**config.mk**
```make
export PLATFORM = sky130hd
export DESIGN_NAME = dmem_arbiter_flat
export DESIGN_NICKNAME = d
export VERILOG_FILES = /design/src/rtl/dmem_arbiter_if.sv /design/src/rtl/dmem_arbiter.sv /design/src/flat_wrapper.sv
export SDC_FILE = /design/constraint.sdc
export NUM_CORES = 1
export LEC_CHECK = 0
export BUFFER_PORTS_ARGS = -buffer_cell sky130_fd_sc_hd__buf_4
export CORE_AREA = 2 2 117 119
export CTS_BUF_LIST = sky130_fd_sc_hd__clkbuf_4
export CTS_CLUSTER_DIAMETER = 200
export DETAILED_ROUTE_END_ITERATION = 10
export DIE_AREA = 0 0 119 121
export PLACE_DENSITY = 0.67
export RECOVER_POWER = 100
export SYNTH_ARGS = -nofsm -noshare
export SYNTH_HDL_FRONTEND = slang
export SYNTH_SLANG_ARGS = --single-unit
```
**constraint.sdc**
```tcl
create_clock -name clk -period 2.16 [get_ports clk]
set_clock_uncertainty 0.1 [all_clocks]
set_input_delay 0.432 -clock clk [delete_from_list [all_inputs] [get_ports clk]]
set_output_delay 0.432 -clock clk [all_outputs]
set_load 0.01 [all_outputs]
```
**src/rtl/dmem_arbiter_if.sv**
```systemverilog
// dmem_arbiter_if: two-port request/response bundle for the data-memory arbiter.
// master = requester side (core LSU / debug-DMA), slave = arbiter side.
interface dmem_arbiter_if;
  logic        p0_req;
  logic        p0_we;
  logic [31:0] p0_addr;
  logic [31:0] p0_wdata;
  logic        p0_gnt;
  logic        p0_rvalid;
  logic [31:0] p0_rdata;
  logic        p0_err;

  logic        p1_req;
  logic        p1_we;
  logic [31:0] p1_addr;
  logic [31:0] p1_wdata;
  logic        p1_gnt;
  logic        p1_rvalid;
  logic [31:0] p1_rdata;
  logic        p1_err;

  modport master (
    output p0_req, p0_we, p0_addr, p0_wdata,
    output p1_req, p1_we, p1_addr, p1_wdata,
    input  p0_gnt, p0_rvalid, p0_rdata, p0_err,
    input  p1_gnt, p1_rvalid, p1_rdata, p1_err
  );

  modport slave (
    input  p0_req, p0_we, p0_addr, p0_wdata,
    input  p1_req, p1_we, p1_addr, p1_wdata,
    output p0_gnt, p0_rvalid, p0_rdata, p0_err,
    output p1_gnt, p1_rvalid, p1_rdata, p1_err
  );
endinterface

```
**src/rtl/dmem_arbiter.sv**
```systemverilog
// dmem_arbiter: two-port arbiter in front of a single-ported data memory.
// Fixed 3-cycle transaction: IDLE (grant) -> MEM (strobe) -> RESP (rvalid).
// Simultaneous requests are round-robin by default; define
// DMEM_ARB_FIXED_PRIORITY_EN to make port 0 always win and drop the pointer.
module dmem_arbiter #(
  parameter int unsigned ADDR_WORDS = 64
) (
  input  logic            clk,
  input  logic            reset,
  dmem_arbiter_if.slave   bus,
  output logic            MemWrite,
  output logic            MemRread,
  output logic [31:0]     read_address,
  output logic [31:0]     write_data,
  input  logic [31:0]     MemData_out
);

  typedef enum logic [1:0] {IDLE, MEM, RESP} state_e;

  state_e      state_q, state_d;
  logic        gnt0, gnt1, accept;
  logic        we_q;
  logic [31:0] addr_q;
  logic [31:0] wdata_q;
  logic        port_q;
  logic [31:0] rdata_q;
  logic        err_q;
  logic        in_range;

`ifndef DMEM_ARB_FIXED_PRIORITY_EN
  // prio_q = 1 means port 1 wins the next tie (port 0 was granted last)
  logic        prio_q;
`endif

  assign in_range = (addr_q < 32'(ADDR_WORDS));
  assign accept   = gnt0 | gnt1;

  // Grant selection: only in IDLE, lone requests win outright, ties arbitrated
  always_comb begin
    gnt0 = 1'b0;
    gnt1 = 1'b0;
    if (!reset && state_q == IDLE) begin
      if (bus.p0_req && bus.p1_req) begin
`ifdef DMEM_ARB_FIXED_PRIORITY_EN
        gnt0 = 1'b1;
`else
        gnt0 = !prio_q;
        gnt1 = prio_q;
`endif
      end else begin
        gnt0 = bus.p0_req;
        gnt1 = bus.p1_req;
      end
    end
  end

  // State register
  always_ff @(posedge clk) begin
    if (reset) state_q <= IDLE;
    else       state_q <= state_d;
  end

  // Next-state logic
  always_comb begin
    state_d = state_q;
    unique case (state_q)
      IDLE:    if (accept) state_d = MEM;
      MEM:     state_d = RESP;
      RESP:    state_d = IDLE;
      default: state_d = IDLE;
    endcase
  end

  // Transaction latch, response capture and priority pointer
  always_ff @(posedge clk) begin
    if (reset) begin
      we_q    <= 1'b0;
      addr_q  <= '0;
      wdata_q <= '0;
      port_q  <= 1'b0;
      rdata_q <= '0;
      err_q   <= 1'b0;
`ifndef DMEM_ARB_FIXED_PRIORITY_EN
      prio_q  <= 1'b0;
`endif
    end else begin
      if (accept) begin
        we_q    <= gnt1 ? bus.p1_we    : bus.p0_we;
        addr_q  <= gnt1 ? bus.p1_addr  : bus.p0_addr;
        wdata_q <= gnt1 ? bus.p1_wdata : bus.p0_wdata;
        port_q  <= gnt1;
`ifndef DMEM_ARB_FIXED_PRIORITY_EN
        prio_q  <= gnt0;
`endif
      end
      if (state_q == MEM) begin
        rdata_q <= (!we_q && in_range) ? MemData_out : '0;
        err_q   <= !in_range;
      end
    end
  end

  // Outputs: grants, memory strobes in MEM, response pulse in RESP; all quiet in reset
  always_comb begin
    bus.p0_gnt    = gnt0;
    bus.p1_gnt    = gnt1;
    MemWrite      = 1'b0;
    MemRread      = 1'b0;
    read_address  = '0;
    write_data    = '0;
    bus.p0_rvalid = 1'b0;
    bus.p1_rvalid = 1'b0;
    bus.p0_rdata  = '0;
    bus.p1_rdata  = '0;
    bus.p0_err    = 1'b0;
    bus.p1_err    = 1'b0;
    if (!reset) begin
      if (state_q == MEM) begin
        read_address = addr_q;
        write_data   = wdata_q;
        MemWrite     = we_q && in_range;
        MemRread     = !we_q && in_range;
      end
      if (state_q == RESP) begin
        if (port_q) begin
          bus.p1_rvalid = 1'b1;
          bus.p1_rdata  = rdata_q;
          bus.p1_err    = err_q;
        end else begin
          bus.p0_rvalid = 1'b1;
          bus.p0_rdata  = rdata_q;
          bus.p0_err    = err_q;
        end
      end
    end
  end

endmodule

```
**src/flat_wrapper.sv**
```systemverilog
// flat-port wrapper written by rule: the top's interface ports become plain ports
module dmem_arbiter_flat 
#(
  parameter int unsigned ADDR_WORDS = 64
)
  (clk, reset, MemWrite, MemRread, read_address, write_data, MemData_out, bus_p0_req, bus_p0_we, bus_p0_addr, bus_p0_wdata, bus_p1_req, bus_p1_we, bus_p1_addr, bus_p1_wdata, bus_p0_gnt, bus_p0_rvalid, bus_p0_rdata, bus_p0_err, bus_p1_gnt, bus_p1_rvalid, bus_p1_rdata, bus_p1_err);
  dmem_arbiter_if bus_i ();
  input  logic clk;
  input  logic reset;
  output logic MemWrite;
  output logic MemRread;
  output logic [31:0] read_address;
  output logic [31:0] write_data;
  input  logic [31:0] MemData_out;
  input wire logic [$bits(bus_i.p0_req)-1:0] bus_p0_req;
  input wire logic [$bits(bus_i.p0_we)-1:0] bus_p0_we;
  input wire logic [$bits(bus_i.p0_addr)-1:0] bus_p0_addr;
  input wire logic [$bits(bus_i.p0_wdata)-1:0] bus_p0_wdata;
  input wire logic [$bits(bus_i.p1_req)-1:0] bus_p1_req;
  input wire logic [$bits(bus_i.p1_we)-1:0] bus_p1_we;
  input wire logic [$bits(bus_i.p1_addr)-1:0] bus_p1_addr;
  input wire logic [$bits(bus_i.p1_wdata)-1:0] bus_p1_wdata;
  output wire logic [$bits(bus_i.p0_gnt)-1:0] bus_p0_gnt;
  output wire logic [$bits(bus_i.p0_rvalid)-1:0] bus_p0_rvalid;
  output wire logic [$bits(bus_i.p0_rdata)-1:0] bus_p0_rdata;
  output wire logic [$bits(bus_i.p0_err)-1:0] bus_p0_err;
  output wire logic [$bits(bus_i.p1_gnt)-1:0] bus_p1_gnt;
  output wire logic [$bits(bus_i.p1_rvalid)-1:0] bus_p1_rvalid;
  output wire logic [$bits(bus_i.p1_rdata)-1:0] bus_p1_rdata;
  output wire logic [$bits(bus_i.p1_err)-1:0] bus_p1_err;
  assign bus_i.p0_req = bus_p0_req;
  assign bus_i.p0_we = bus_p0_we;
  assign bus_i.p0_addr = bus_p0_addr;
  assign bus_i.p0_wdata = bus_p0_wdata;
  assign bus_i.p1_req = bus_p1_req;
  assign bus_i.p1_we = bus_p1_we;
  assign bus_i.p1_addr = bus_p1_addr;
  assign bus_i.p1_wdata = bus_p1_wdata;
  assign bus_p0_gnt = bus_i.p0_gnt;
  assign bus_p0_rvalid = bus_i.p0_rvalid;
  assign bus_p0_rdata = bus_i.p0_rdata;
  assign bus_p0_err = bus_i.p0_err;
  assign bus_p1_gnt = bus_i.p1_gnt;
  assign bus_p1_rvalid = bus_i.p1_rvalid;
  assign bus_p1_rdata = bus_i.p1_rdata;
  assign bus_p1_err = bus_i.p1_err;
  dmem_arbiter #(.ADDR_WORDS(ADDR_WORDS)) u_core (.clk(clk), .reset(reset), .bus(bus_i), .MemWrite(MemWrite), .MemRread(MemRread), .read_address(read_address), .write_data(write_data), .MemData_out(MemData_out));
endmodule
```
== Word level (Yosys, flattened, before mapping) ==
Cells that the tools add are included.
Word-level totals
  flip-flop bits (word level): 102
  bits of input ports: 166
  output and inout port bits: 136
  logic and storage cells: 58
Cells by class
  magnitude comparators: 1
  eq/ne operators: 3
  multiplexer cells: 36
  bitwise logic cells: 1
  reduce and logical (&&, ||, !) cells: 9
Operator list (count)
  32-bit two-way mux: 13
  32-bit by 7-bit < comparator with 1-bit output (second input constant): 1
  1-bit two-way mux: 21
  1-bit logical AND: 4
  1-bit logical NOT: 4
  2-bit one-hot mux with 2 select lines: 1
  2-bit by 1-bit == test with 1-bit output (second input constant): 1
  2-bit == test (second input constant): 1
  2-bit logical NOT: 1
  2-bit two-way mux: 1
  2-bit by 1-bit != test with 1-bit output (second input constant): 1
  1-bit bitwise OR: 1

== Longest topological paths before layout ==
  depth in word-level cells: 6
  mapped depth: 8
  mapped depth without buffers: 5

== Worst setup path after synthesis ==
OpenSTA, ideal clock, no wires.
  kind: input to output
  start: input port reset
  end: output port bus_p0_rdata[22]
  arrival: 1.641 ns
  data required time: 1.628 ns
  slack: -0.013 ns
  stages on the path: 4
  buffers on the path: 2
  path through: buf_2 nor4b_1 clkbuf_1 and2_1
Between the ends
  longest elaborated chain between the ends: 1
RTL lines
  start: declaration: line flat_wrapper.sv:9  | input logic reset;
  32-bit two-way mux: line dmem_arbiter.sv:117  | if (!reset) begin
  end: declaration: line flat_wrapper.sv:25  | output wire logic [$bits(bus_i.p0_rdata)-1:0] bus_p0_rdata;
Every way passes these cells.

== Worst setup path in the final report ==
  start: register u_core.addr_q[19]
  end: output port MemRread
Between the ends
  longest elaborated chain between the ends: 4
RTL lines
  start: declaration: line dmem_arbiter.sv:23  | logic [31:0] addr_q;
  start signal: assignment: line dmem_arbiter.sv:89  | addr_q <= gnt1 ? bus.p1_addr : bus.p0_addr;
  32-bit by 7-bit < comparator with 1-bit output: line dmem_arbiter.sv:35  | assign in_range = (addr_q < 32'(ADDR_WORDS));
  1-bit logical AND: line dmem_arbiter.sv:122  | MemRread = !we_q && in_range;
  1-bit two-way mux: line dmem_arbiter.sv:118  | if (state_q == MEM) begin
  1-bit two-way mux: line dmem_arbiter.sv:117
  end: declaration: line flat_wrapper.sv:11  | output logic MemRread;
Every way passes these cells.

==> impl_metrics.env <==
export IMPL_outcome="finished with violations"
export IMPL_violations="setup timing"
export IMPL_finalWirelength_um=20700
export IMPL_internal_power_uw=3200
export IMPL_hold_class="primary input to flip-flop"
export IMPL_dr_pass1_iters=4
export IMPL_fillCellCount=1008
export IMPL_setup_slack_ns=-0.329
export IMPL_clockBufferDepth=2
export IMPL_place_congestion=0.834
export IMPL_wire_per_inst_um=18.8
export IMPL_io_buffers=301
export IMPL_topRoutingLayerUsed="met4"
export IMPL_dieArea_um2=14400
export IMPL_ir_drop_uv=281
export IMPL_worst_setup_path_start_kind="flip-flop"
export IMPL_num_rows=42
export IMPL_async_flop_share=0
export IMPL_grt_pass1_wl_um=30000
export IMPL_syn2layout_area_growth_pct=83.2
export IMPL_diodes=0
export IMPL_hold_violations=0
export IMPL_endpoint_kind="primary output"
export IMPL_relSlewSlack=0.515
export IMPL_synth_avg_cell_area_um2=8.02
export IMPL_p_total_uw=4490
export IMPL_maxSlewViolCount=0
export IMPL_synth_nets=776
export IMPL_fp_dieH_um=121
export IMPL_placed_area_um2=7400
export IMPL_drc=0
export IMPL_p_sw_frac=0.287
export IMPL_yosys_top_cells_area="dfxtp_1, and2_1, a311oi_1"
export IMPL_cts_sinks=102
export IMPL_finalInstanceArea_um2=8970
export IMPL_final_nets=1088
export IMPL_ff2ff_path_depth=4
export IMPL_cts_clk_slew_worst_paths_ns=0.17
export IMPL_wl_met2_um=10800
export IMPL_numCtsBuffers=9
export IMPL_hpwl_um=12300
export IMPL_p_comb_frac=0.241
export IMPL_p_switching_uw=1290
export IMPL_seqPwrFrac=0.478
export IMPL_fin_crit_sh=1.15
export IMPL_yosys_area_top_type="dfxtp_1"
export IMPL_core_area_um2=13100
export IMPL_grt_max_degree=68
export IMPL_pin_count=302
export IMPL_grt_pass1_vias=5797
export IMPL_synth_distinct_cells=31
export IMPL_cts_hold_buffers_added=0
export IMPL_holdPathStages=2
export IMPL_synthesis_instances=610
export IMPL_rsz0062_at_grt="true"
export IMPL_drv_cap=0
export IMPL_worstPathMaxFanout=2
export IMPL_vias_per_cell=5.25
export IMPL_power_leakage_uw=0.00403
export IMPL_synth_common_cells="nand2_1, and2_1, dfxtp_1"
export IMPL_critical_path_class="flip-flop to primary output"
export IMPL_dr_wl_met3_um=1480
export IMPL_synth_top_flop_cell="dfxtp_1"
export IMPL_htreeDepth=3
export IMPL_ant_nets=0
export IMPL_yosysMostFrequentCell="nand2_1"
export IMPL_pwr_share_clk=0.280
export IMPL_critPathRequiredTime_ns=1.63
export IMPL_yosysSeqAreaShare=0.417
export IMPL_arrival_ns=1.96
export IMPL_dieWidth_um=119
export IMPL_grt_remaining_overflow=0
export IMPL_yosysWarningCount=0
export IMPL_syn_area_um2=4890
export IMPL_cts_tree="yes"
export IMPL_cts_root_buffer="clkbuf_4"
export IMPL_fin_crit_ns=2.49
export IMPL_synth_edff_count=0
export IMPL_worst_pin_slew_ns=0.728
export IMPL_post_synth_top_area_fraction=0.417
export IMPL_holdWs_ns=0.0653
export IMPL_met1_length_um=7780
export IMPL_start_util=0.374
export IMPL_pwr_density_cell_nw_per_um2=500
export IMPL_ff2ff_setup_slack_ns=0.09
export IMPL_max_freq_mhz=402
export IMPL_setup_viol=133
export IMPL_drive_gt1_frac=0.560
export IMPL_final_util=0.685
export IMPL_vias=5794
export IMPL_antenna_found_initial=0
export IMPL_drt_initial_drc_count=436
export IMPL_grt_util_all_layers=0.265
export IMPL_clkLatencyLatePin_ns=0.47
export IMPL_ys_ff_latch=102
## placed cells by master (no fill, tap or decap), types with 2 or more instances in the layout
cell,n
nand2_1,133
buf_6,124
buf_8,5
and2_1,18
buf_12,11
a22o_1,24
nor3_4,2
clkbuf_16,3
bufinv_16,3
nor2_1,66
buf_16,6
clkinv_2,3
dfxtp_2,5
nor4_2,2
clkbuf_4,9
dfxtp_4,3
a31o_2,2
buf_4,207
a311oi_1,65
and2_4,112
nor4_4,3
dfxtp_1,94
a22o_2,8
nand2b_1,2
## repair_timing
item | CTS | global route
resized for setup | 176 | 115
buffers inserted | 20 | 10
endpoints found under the setup margin | 135 | 138
gates cloned | 12 | 3
pin swaps | 44 | 29
## metal layers
| metal | up-vias | global-route usage |
|---|---|---|
| met5 | - | 0 |
| met3 | 41 | 0.0569 |
| met4 | 0 | 0.101 |
| met1 | 2779 | 0.302 |
| li1 | 2709 | - |
| met2 | 265 | 0.482 |
## final timing paths
path                        end         startpoint
max                    MemRread  u_core.addr_q[19]
min           u_core.rdata_q[7]     MemData_out[7]
max reg2reg  u_core.rdata_q[16]  u_core.addr_q[19]
min reg2reg   u_core.wdata_q[5]  u_core.wdata_q[5]
## layout make-up
| class | count | area, um2 | share of cell area |
|---|---|---|---|
| inverter | 3 | 16.3 | 0.00181 |
| timing repair buffer | 356 | 3490 | 0.389 |
| tap | 176 | 220 | 0.0246 |
| multi-input combinational | 450 | 3000 | 0.335 |
| sequential | 102 | 2060 | 0.230 |
| clock buffer | 9 | 67.6 | 0.00754 |
| clock inverter | 7 | 113 | 0.0126 |
## state kept, by name, summed over array words and instances (netlist names)
register and flops:
u_core.wdata_q 32, u_core.port_q 1, u_core.we_q 1, u_core.state_q 2, u_core.addr_q 32, u_core.prio_q 1
u_core.rdata_q 32, u_core.err_q 1
## critical path, stage by stage, from the launching register on
cell and delay, ns:
dfxtp_2 0.35, or4_4 0.57, nor4_4 0.36, buf_4 0.20
## cells by family after synthesis
family | synth area share
flops | 0.417
compound gates | 0.181
buf+inv | 0.0519
simple gates | 0.350
## through the flow
step           setup TNS (ns)  setup WS [ns]  std cells
2_1_floorplan               0         0.0737        610
3_3_place_gp                0          0.137       1052
3_5_place_dp                0         0.0927       1052
4_1_cts                -27.30         -0.369       1100
5_1_grt                -33.25         -0.439       1103
6_report               -22.55         -0.329       1103
## power groups by stage
stage / clock [uW] / combinational, uW / sequential, uW
2_1_floorplan: 0 / 429 / 2130
3_3_place_gp: 0 / 830 / 2150
3_5_place_dp: 0 / 849 / 2160
4_1_cts: 1280 / 1050 / 2130
5_1_grt: 1350 / 1170 / 2160
6_report: 1260 / 1080 / 2150
(Power assumes the default switching activity.)
